**src/rtl/s4_bit_adder_if.sv**
```systemverilog
// Operand/result bundle for the registered 4-bit adder leaf cell.
// master drives operands, slave returns the registered result.
interface s4_bit_adder_if;
  logic [3:0] a;
  logic [3:0] b;
  logic       c_in;
  logic       in_valid;
  logic [3:0] sum;
  logic       carry_out;
  logic       out_valid;

  modport master (
    output a, b, c_in, in_valid,
    input  sum, carry_out, out_valid
  );

  modport slave (
    input  a, b, c_in, in_valid,
    output sum, carry_out, out_valid
  );
endinterface

```
**src/rtl/s4_bit_adder.sv**
```systemverilog
// Registered 4-bit ripple-carry adder: {carry_out,sum} = a + b + c_in.
// Four explicit full-adder cells feed the output registers; latency 1.
module s4_bit_adder (
  input  logic               clk,
  input  logic               rst,
  s4_bit_adder_if.slave      bus
);

  logic [4:0] w_c;
  logic [3:0] w_p;
  logic [3:0] w_g;
  logic [3:0] w_s;

  logic [3:0] r_sum;
  logic       r_carry;
  logic       r_valid;

  assign w_c[0] = bus.c_in;

  // c_{i+1} = g_i | c_i & p_i, ripple from bit 0 to bit 3
  for (genvar i = 0; i < 4; i++) begin : g_fa
    assign w_p[i]   = bus.a[i] ^ bus.b[i];
    assign w_g[i]   = bus.a[i] & bus.b[i];
    assign w_s[i]   = w_p[i] ^ w_c[i];
    assign w_c[i+1] = w_g[i] | (w_c[i] & w_p[i]);
  end

  always_ff @(posedge clk or posedge rst) begin
    if (rst) begin
      r_sum   <= 4'b0000;
      r_carry <= 1'b0;
      r_valid <= 1'b0;
    end else begin
      r_valid <= bus.in_valid;
      if (bus.in_valid) begin
        r_sum   <= w_s;
        r_carry <= w_c[4];
      end
    end
  end

  assign bus.sum       = r_sum;
  assign bus.carry_out = r_carry;
  assign bus.out_valid = r_valid;

endmodule

```
**src/flat_wrapper.sv**
```systemverilog
// flat-port wrapper written by rule: the top's interface ports become plain ports
module s4_bit_adder_flat 
  (clk, rst, bus_a, bus_b, bus_c_in, bus_in_valid, bus_sum, bus_carry_out, bus_out_valid);
  s4_bit_adder_if bus_i ();
  input  logic clk;
  input  logic rst;
  input wire logic [$bits(bus_i.a)-1:0] bus_a;
  input wire logic [$bits(bus_i.b)-1:0] bus_b;
  input wire logic [$bits(bus_i.c_in)-1:0] bus_c_in;
  input wire logic [$bits(bus_i.in_valid)-1:0] bus_in_valid;
  output wire logic [$bits(bus_i.sum)-1:0] bus_sum;
  output wire logic [$bits(bus_i.carry_out)-1:0] bus_carry_out;
  output wire logic [$bits(bus_i.out_valid)-1:0] bus_out_valid;
  assign bus_i.a = bus_a;
  assign bus_i.b = bus_b;
  assign bus_i.c_in = bus_c_in;
  assign bus_i.in_valid = bus_in_valid;
  assign bus_sum = bus_i.sum;
  assign bus_carry_out = bus_i.carry_out;
  assign bus_out_valid = bus_i.out_valid;
  s4_bit_adder u_core (.clk(clk), .rst(rst), .bus(bus_i));
endmodule
```
**config.mk**
```make
export PLATFORM = sky130hd
export DESIGN_NAME = s4_bit_adder_flat
export DESIGN_NICKNAME = d
export VERILOG_FILES = /design/src/rtl/s4_bit_adder_if.sv /design/src/rtl/s4_bit_adder.sv /design/src/flat_wrapper.sv
export SDC_FILE = /design/constraint.sdc
export NUM_CORES = 1
export LEC_CHECK = 0
export CAP_MARGIN = 30
export CORE_AREA = 3 3 40 42
export CTS_CLUSTER_SIZE = 10
export DETAILED_ROUTE_END_ITERATION = 8
export DIE_AREA = 0 0 43 45
export PLACE_DENSITY = 0.53
export SYNTH_ARGS = -nofsm -noshare
export SYNTH_HDL_FRONTEND = slang
export SYNTH_SLANG_ARGS = --single-unit
```
**constraint.sdc**
```tcl
create_clock -name clk -period 1 [get_ports clk]
set_clock_uncertainty 0.2 [all_clocks]
set_input_delay 0.2 -clock clk [delete_from_list [all_inputs] [get_ports clk]]
set_output_delay 0.2 -clock clk [all_outputs]
set_load 0.01 [all_outputs]
```
# After elaboration in Yosys (flattened, before gate mapping)

Index checks and enable logic that the tools add are counted.

Bitwise logic cells: 20

Operators by type and width:

| kind              | count |
|---|---|
| bitwise AND 1 bit | 8 |
| bitwise XOR 1 bit | 8 |
| bitwise OR 1 bit  | 4 |

Register bits after elaboration: 6
Input port bits: 12
Logic and storage cells: 23

# Logic depth before layout (Yosys ltp)

Gate-level depths: netlist of run 1.

Depth in word-level cells: 9
Gate-level depth with buffers: 8
Depth with buffers taken out: 8

# Least setup slack after synthesis of run 1

OpenSTA, ideal clock, no wires.

Path kind: input to register
Start point: input port bus_c_in
End point: register u_core.r_sum[3] (netlist: u_core.bus.sum[3])
Setup time: 0.079 ns
Arrival: 1.773 ns
Required time: 0.721 ns
Setup slack: -1.053 ns
Stages on the path: 8
Cell sequence: fa_1 -> inv_1 -> fa_1 -> inv_1 -> fa_1 -> inv_1 -> fa_1 -> mux2i_1

Cells in the longest elaborated chain, start to end: 7

RTL lines:

| element                | line               | text |
|---|---|---|
| start: declaration     | flat_wrapper.sv:9  | `input wire logic [$bits(bus_i.c_in)-1:0] bus_c_in;` |
| bitwise AND 1 bit      | s4_bit_adder.sv:25 | `assign w_c[i+1] = w_g[i] \| (w_c[i] & w_p[i]);` |
| bitwise OR 1 bit       | s4_bit_adder.sv:25 |  |
| bitwise AND 1 bit      | s4_bit_adder.sv:25 |  |
| bitwise OR 1 bit       | s4_bit_adder.sv:25 |  |
| bitwise AND 1 bit      | s4_bit_adder.sv:25 |  |
| bitwise OR 1 bit       | s4_bit_adder.sv:25 |  |
| bitwise XOR 1 bit      | s4_bit_adder.sv:24 | `assign w_s[i] = w_p[i] ^ w_c[i];` |
| end signal: assignment | s4_bit_adder.sv:36 | `r_sum <= w_s;` |
| end: declaration       | s4_bit_adder.sv:14 | `logic [3:0] r_sum;` |

No other way between the ends.
A chain may end at the register's enable or synchronous reset.

# Worst setup path after layout of run 1

Ends and elaborated chain as after synthesis.

==> results of run 1 <==
-- final cells by class --
type / instances / area [um2]
Fill cell: 118 / 726
Timing Repair Buffer: 24 / 180
Sequential cell: 6 / 150
Multi-Input combinational cell: 10 / 150
Inverter: 10 / 37.5
Clock buffer: 3 / 22.5
Tap cell: 15 / 18.8
-- timing repair --
| action | 4_1_cts | 5_1_grt |
|---|---|---|
| pin swaps | 4 | 0 |
| buffers inserted | 1 | 3 |
| endpoints found under the setup margin | 11 | 11 |
| hold endpoints to repair | 6 | 6 |
| gates resized for setup | 43 | 0 |
-- metrics by stage --
stage / setup TNS, ns / utilization [%]
2_1_floorplan: -3.32 / -
3_3_place_gp: -7.62 / 42.5
3_5_place_dp: -7.80 / 42.5
4_1_cts: -3.58 / 41.8
5_1_grt: -3.83 / 43.5
6_report: -3.45 / 43.5
-- registers in the layout (all words and copies together), names as in the netlist --
signal,count
u_core.bus.out_valid,1
u_core.bus.sum,4
u_core.bus.carry_out,1
-- placed cells by master (no fill, tap or decap) --
cell type        n
a21oi_2          1
buf_2            8
buf_4            7
buf_6            1
clkbuf_4         3
clkdlybuf4s50_1  5
dfrtp_1          6
dlygate4sd2_1    3
fa_1             1
fa_2             3
inv_1            5
inv_2            5
mux2_4           2
mux2i_1          2
nor2_1           1
-- worst max path at each step --
stage             start  slack, ns                end  cells past startpoint
6_report       bus_c_in      -0.90  u_core.bus.sum[3]                      9
5_1_grt        bus_c_in      -0.95  u_core.bus.sum[3]                      9
4_1_cts        bus_c_in      -0.91  u_core.bus.sum[3]                      9
3_5_place_dp   bus_c_in      -1.58  u_core.bus.sum[3]                      9
3_3_place_gp   bus_c_in      -1.54  u_core.bus.sum[3]                      9
2_1_floorplan  bus_c_in      -1.04  u_core.bus.sum[3]                      8
-- power by group through the flow --
stage          Sequential [mW]  Combinational, mW  Clock (mW)
2_1_floorplan            0.331             0.0956           0
3_3_place_gp             0.310              0.277           0
3_5_place_dp             0.313              0.285           0
4_1_cts                  0.307              0.254       0.236
5_1_grt                  0.309              0.306       0.258
6_report                 0.306              0.282       0.219
-- worst reg2reg max path, stage by stage (launching register included) --
cell and delay [ns]:
dfrtp_1 0.37, buf_4 0.13, mux2_4 0.26
-- layer usage --
layer	share of wire, %	GRT usage, %	routed length [um]
met2	51	10.2	340
met1	36	8.40	238
met4	5.2	12.7	35
met5	0	0	0
met3	8.2	2.79	55
-- cell families (layout without fill, tap and decap cells) --
family,count (synthesis),in the layout,share of synthesized area [%]
DFF,6,6,44.4
buffers and inverters,11,37,14.4
adders and majority gates,4,4,23.7
muxes,4,4,14.8
AOI/OAI and AO/OA,1,1,1.48
and+or+nand+nor,1,1,1.11
==> flow_summary.json, run 1 <==
{
  "status": "complete, but fails checks",
  "violations": "negative hold slack, negative setup slack",
  "drtIter0Drc": 0,
  "antenna_found_initial": 0,
  "cp.arrival_ns": 1.86,
  "fmax_mhz": 526,
  "yosysUniqueCellTypes": 8,
  "r2r_end": "u_core.bus.sum[0]",
  "r2r-start": "u_core.bus.sum[0]",
  "dp_cells": 61,
  "portBuffers": 17,
  "cpMaxStageDelayCell": "fa_1",
  "slew_headroom_pct": 84.6,
  "num_antenna_cells": 0,
  "floorplan.die_area_um2": 1940,
  "finalCritPeriodShare_pct": 190,
  "reg2regPathDepth": 2,
  "path_buf_inv": 4,
  "switching_share_pct": 26.5,
  "design_area_um2": 559,
  "cts_htree_levels": 1,
  "netSwitchingPower_uw": 214,
  "synth_edf_count": 0,
  "synth_area_leaders": "dfrtp_1 44%, fa_1 24%, inv_1 11%",
  "leakagePower_nw": 0.296,
  "synth-seq-cells": 6,
  "grt_first_pass_wirelength_um": 1030,
  "reg2reg_setup_slack_ns": -0.07,
  "stdcell_count": 68,
  "finalPower_uw": 806,
  "rows": 13,
  "crit_required_ns": 0.96,
  "via_per_inst": 3.81,
  "grt_pass1_vias": 253,
  "grt_max_degree": 7,
  "crit_path_max_fanout": 1,
  "fin_nets": 71,
  "synth.yosys.seq_area_share_pct": 44.4,
  "cts_root_buf": "clkbuf_4",
  "power.density_nw_per_um2": 1440,
  "postPlaceCellArea_um2": 546,
  "cp_top_family": "adder cells",
  "hold_ws_ns": -0.0283,
  "clkPwrFrac_pct": 27.2,
  "cts_tree": "yes",
  "cpPeakStageDelay_ns": 0.40,
  "ios": 18,
  "peakVddDrop_mv": 0.451,
  "grt_usage_pct": 8.06,
  "wirelength_um": 670,
  "setup_violations": 11,
  "clk_latency_ns": 0.24,
  "syn_inst": 27,
  "first_pass_iters": 1,
  "clk_pin_slew_ns": 0.04,
  "initial_core_util_pct": 26.3,
  "maxCapViolations": 0,
  "maxSlewViolCount": 0,
  "wl_per_cell_um": 9.85,
  "numCtsBuffers": 3,
  "ys_warn_count": 0,
  "rsz0062_at_grt": "true",
  "dp_hpwl_um": 552,
  "hold_violations": 6,
  "cts.sinks": 6,
  "finalCriticalPeriod_ns": 1.90,
  "setup_ws_ns": -0.900,
  "core_um2": 1280,
  "die_y_um": 45,
  "syn_nets": 43,
  "synth_common_cells": "10 x inv_1, 6 x dfrtp_1, 4 x fa_1, 2 x mux2_4, 2 x mux2i_1",
  "die_x_um": 43,
  "netlist_area_um2": 338,
  "combinationalPowerShare_pct": 34.9,
  "synth_top_area_share_pct": 44.4,
  "layout-drive-gt1-share_pct": 56.6,
  "path_class": "in -> reg",
  "power_frac_seq_pct": 37.9,
  "place_ws_ns": -1.58,
  "ys_async_sr_fraction_pct": 100,
  "clockBufferDepth": 2,
  "p_int_uw": 592,
  "cp-start-kind": "input port",
  "vias": 259,
  "drcViolationCount": 0,
  "synth.most_common_cell": "inv_1",
  "syn2layout_area_growth_pct": 65.6,
  "end_kind": "flip-flop",
  "drtAntennaViolNets": 0,
  "synth_flop_cell": "dfrtp_1",
  "synth_largest_area_cell": "dfrtp_1",
  "gp_congestion": 0.643,
  "hold_class": "in -> async",
  "critical_path.cell_chain": "buf_6 > fa_2 > inv_2 > fa_2 > inv_2 > fa_2 > inv_2 > fa_1 > mux2i_1",
  "overflow": 0,
  "worst_slew_pin_slew_ns": 0.231,
  "avgSynthCellArea_um2": 12.5
}
Note: power is estimated with default switching activity, not from simulation.
==> run 2: changes to the inputs <==
--- a/config.mk
+++ b/config.mk
@@ -5,6 +5,7 @@
 export SDC_FILE = /design/constraint.sdc
 export NUM_CORES = 1
 export LEC_CHECK = 0
+export ABC_CLOCK_PERIOD_IN_PS = 1000
 export CAP_MARGIN = 30
 export CORE_AREA = 3 3 40 42
 export CTS_CLUSTER_SIZE = 10
==> results of run 2 <==
Same layout as run 1: the final DEF is identical, and so are final timing and power.
==> run 3: changes to the inputs <==
--- a/config.mk
+++ b/config.mk
@@ -12,6 +12,7 @@
 export DETAILED_ROUTE_END_ITERATION = 8
 export DIE_AREA = 0 0 43 45
 export PLACE_DENSITY = 0.53
+export REMOVE_ABC_BUFFERS = 1
 export SYNTH_ARGS = -nofsm -noshare
 export SYNTH_HDL_FRONTEND = slang
 export SYNTH_SLANG_ARGS = --single-unit
==> run 3 against run 2 <==
Against the previous run:
- the flow still finishes with violations (negative hold slack, negative setup slack)
- maximum frequency shrank 2.3%
- global-route usage grew 1.1 points
- setup slack lost 0.045 ns
- hold slack gained 0.0078 ns
- register-to-register slack is essentially flat
- final cell count shrank 4.4%
- combinational power shrank 5%
- non-clock buffer count shrank 3
- power shrank 2.2%
- via count grew 2.3%
==> flow_summary.json, run 3 (same netlist as run 1, synthesis figures left out) <==
{
  "largest_reg_flops": 4,
  "via_per_inst": 4.08,
  "portBuffers": 17,
  "peakVddDrop_mv": 0.462,
  "overflow": 0,
  "die_x_um": 43,
  "crit_path_max_fanout": 1,
  "grt_pass1_vias": 277,
  "drtIter0Drc": 4,
  "clk_pin_slew_ns": 0.04,
  "clk_latency_ns": 0.23,
  "cts_tree": "yes",
  "path_class": "in -> reg",
  "hold_violations": 6,
  "stdcell_count": 65,
  "crit_required_ns": 0.95,
  "clockBufferDepth": 2,
  "ios": 18,
  "cts_htree_levels": 1,
  "drcViolationCount": 0,
  "setup_violations": 11,
  "cp-start-kind": "input port",
  "numCtsBuffers": 3,
  "grt_max_degree": 7,
  "cpMaxStageDelayCell": "fa_1",
  "rows": 13,
  "slew_headroom_pct": 84.9,
  "leakagePower_nw": 0.288,
  "layout-drive-gt1-share_pct": 52.0,
  "wl_per_cell_um": 10.5,
  "die_y_um": 45,
  "num_antenna_cells": 0,
  "cp.arrival_ns": 1.90,
  "wirelength_um": 680,
  "first_pass_iters": 2,
  "gp_congestion": 0.608,
  "cpPeakStageDelay_ns": 0.41,
  "syn2layout_area_growth_pct": 63.7,
  "core_um2": 1280,
  "end_kind": "flip-flop",
  "hold_ws_ns": -0.0205,
  "finalCriticalPeriod_ns": 1.95,
  "worst_slew_pin_slew_ns": 0.226,
  "critical_path.cell_chain": "buf_6 > fa_2 > inv_2 > fa_2 > inv_2 > fa_2 > inv_2 > fa_1 > mux2i_1",
  "vias": 265,
  "cts_root_buf": "clkbuf_4",
  "violations": "negative hold slack, negative setup slack",
  "postPlaceCellArea_um2": 538,
  "path_buf_inv": 4,
  "setup_ws_ns": -0.945,
  "finalCritPeriodShare_pct": 195,
  "layout_common_cells": "6 x inv_1, 6 x buf_2, 6 x dfrtp_1",
  "place_ws_ns": -1.65,
  "cp_top_family": "adder cells",
  "hold_class": "in -> async",
  "drtAntennaViolNets": 0,
  "initial_core_util_pct": 26.3,
  "fin_nets": 68,
  "grt_first_pass_wirelength_um": 1240,
  "antenna_found_initial": 0,
  "floorplan.die_area_um2": 1940,
  "design_area_um2": 553,
  "dp_cells": 61,
  "status": "complete, but fails checks",
  "cts.sinks": 6,
  "fin_tns_setup_ns": -3.54,
  "grt_usage_pct": 9.18,
  "maxCapViolations": 0,
  "rsz0062_at_grt": "true",
  "power.density_nw_per_um2": 1430,
  "fmax_mhz": 514,
  "dp_hpwl_um": 590,
  "maxSlewViolCount": 0
}
[run 3: changes by cell type in the layout (fill, tap and decap cells not counted)]
cell and change:
buf_4 -4, buf_6 +3, buf_2 -2, inv_1 +1, inv_2 -1
[run 3: layer usage]
| metal | track usage (%) | vias to the layer above | routed length [um] |
|---|---|---|---|
| li1 | - | 123 | - |
| met1 | 9.45 | 128 | 219 |
| met2 | 15.0 | 12 | 395 |
| met3 | 3.59 | 2 | 48 |
| met4 | 7.23 | 0 | 16 |
| met5 | 0 | - | 0 |
[run 3: what timing repair did]
action / CTS / global route
setup buffers: 0 / 1
endpoints found under the setup margin: 11 / 11
endpoints found under the hold margin: 6 / 3
pin swaps: 5 / 4
gates resized for setup: 48 / 3
gates cloned: 0 / 0
[run 3: path summary, 6_finish.rpt]
check	start	slack [ns]	to	cells after the start
max in group asynchronous	rst	0.43	u_core.bus.carry_out	2
max reg2reg	u_core.bus.sum[2]	-0.08	u_core.bus.sum[2]	2
max	bus_b[0]	-0.95	u_core.bus.sum[3]	9
min in group clk	bus_c_in	0.18	u_core.bus.sum[0]	3
min reg2reg	u_core.bus.sum[1]	0.31	u_core.bus.sum[1]	2
min	rst	-0.02	u_core.bus.sum[1]	2
[run 3: area by class of cell]
type / count / area, um2
inverters: 10 / 37.5
multi-input cells: 10 / 150
clock buffers: 3 / 22.5
flip-flops and latches: 6 / 150
repair buffers: 21 / 174
well taps: 15 / 18.8
fillers: 130 / 732
[run 3: power by group]
part	total (mW)	internal [mW]	leakage (nW)	switching, mW
registers	0.310	0.287	0.0694	0.0235
logic	0.269	0.163	0.205	0.106
clock network	0.209	0.135	0.0138	0.0743
[run 3: per-stage QoR]
| step | power (mW) | util, % |
|---|---|---|
| 3_5_place_dp | 0.590 | 41.9 |
| 2_1_floorplan | 0.412 | - |
| 6_report | 0.788 | 43.0 |
| 4_1_cts | 0.768 | 41.2 |
| 3_3_place_gp | 0.580 | 41.9 |
| 5_1_grt | 0.859 | 43.0 |
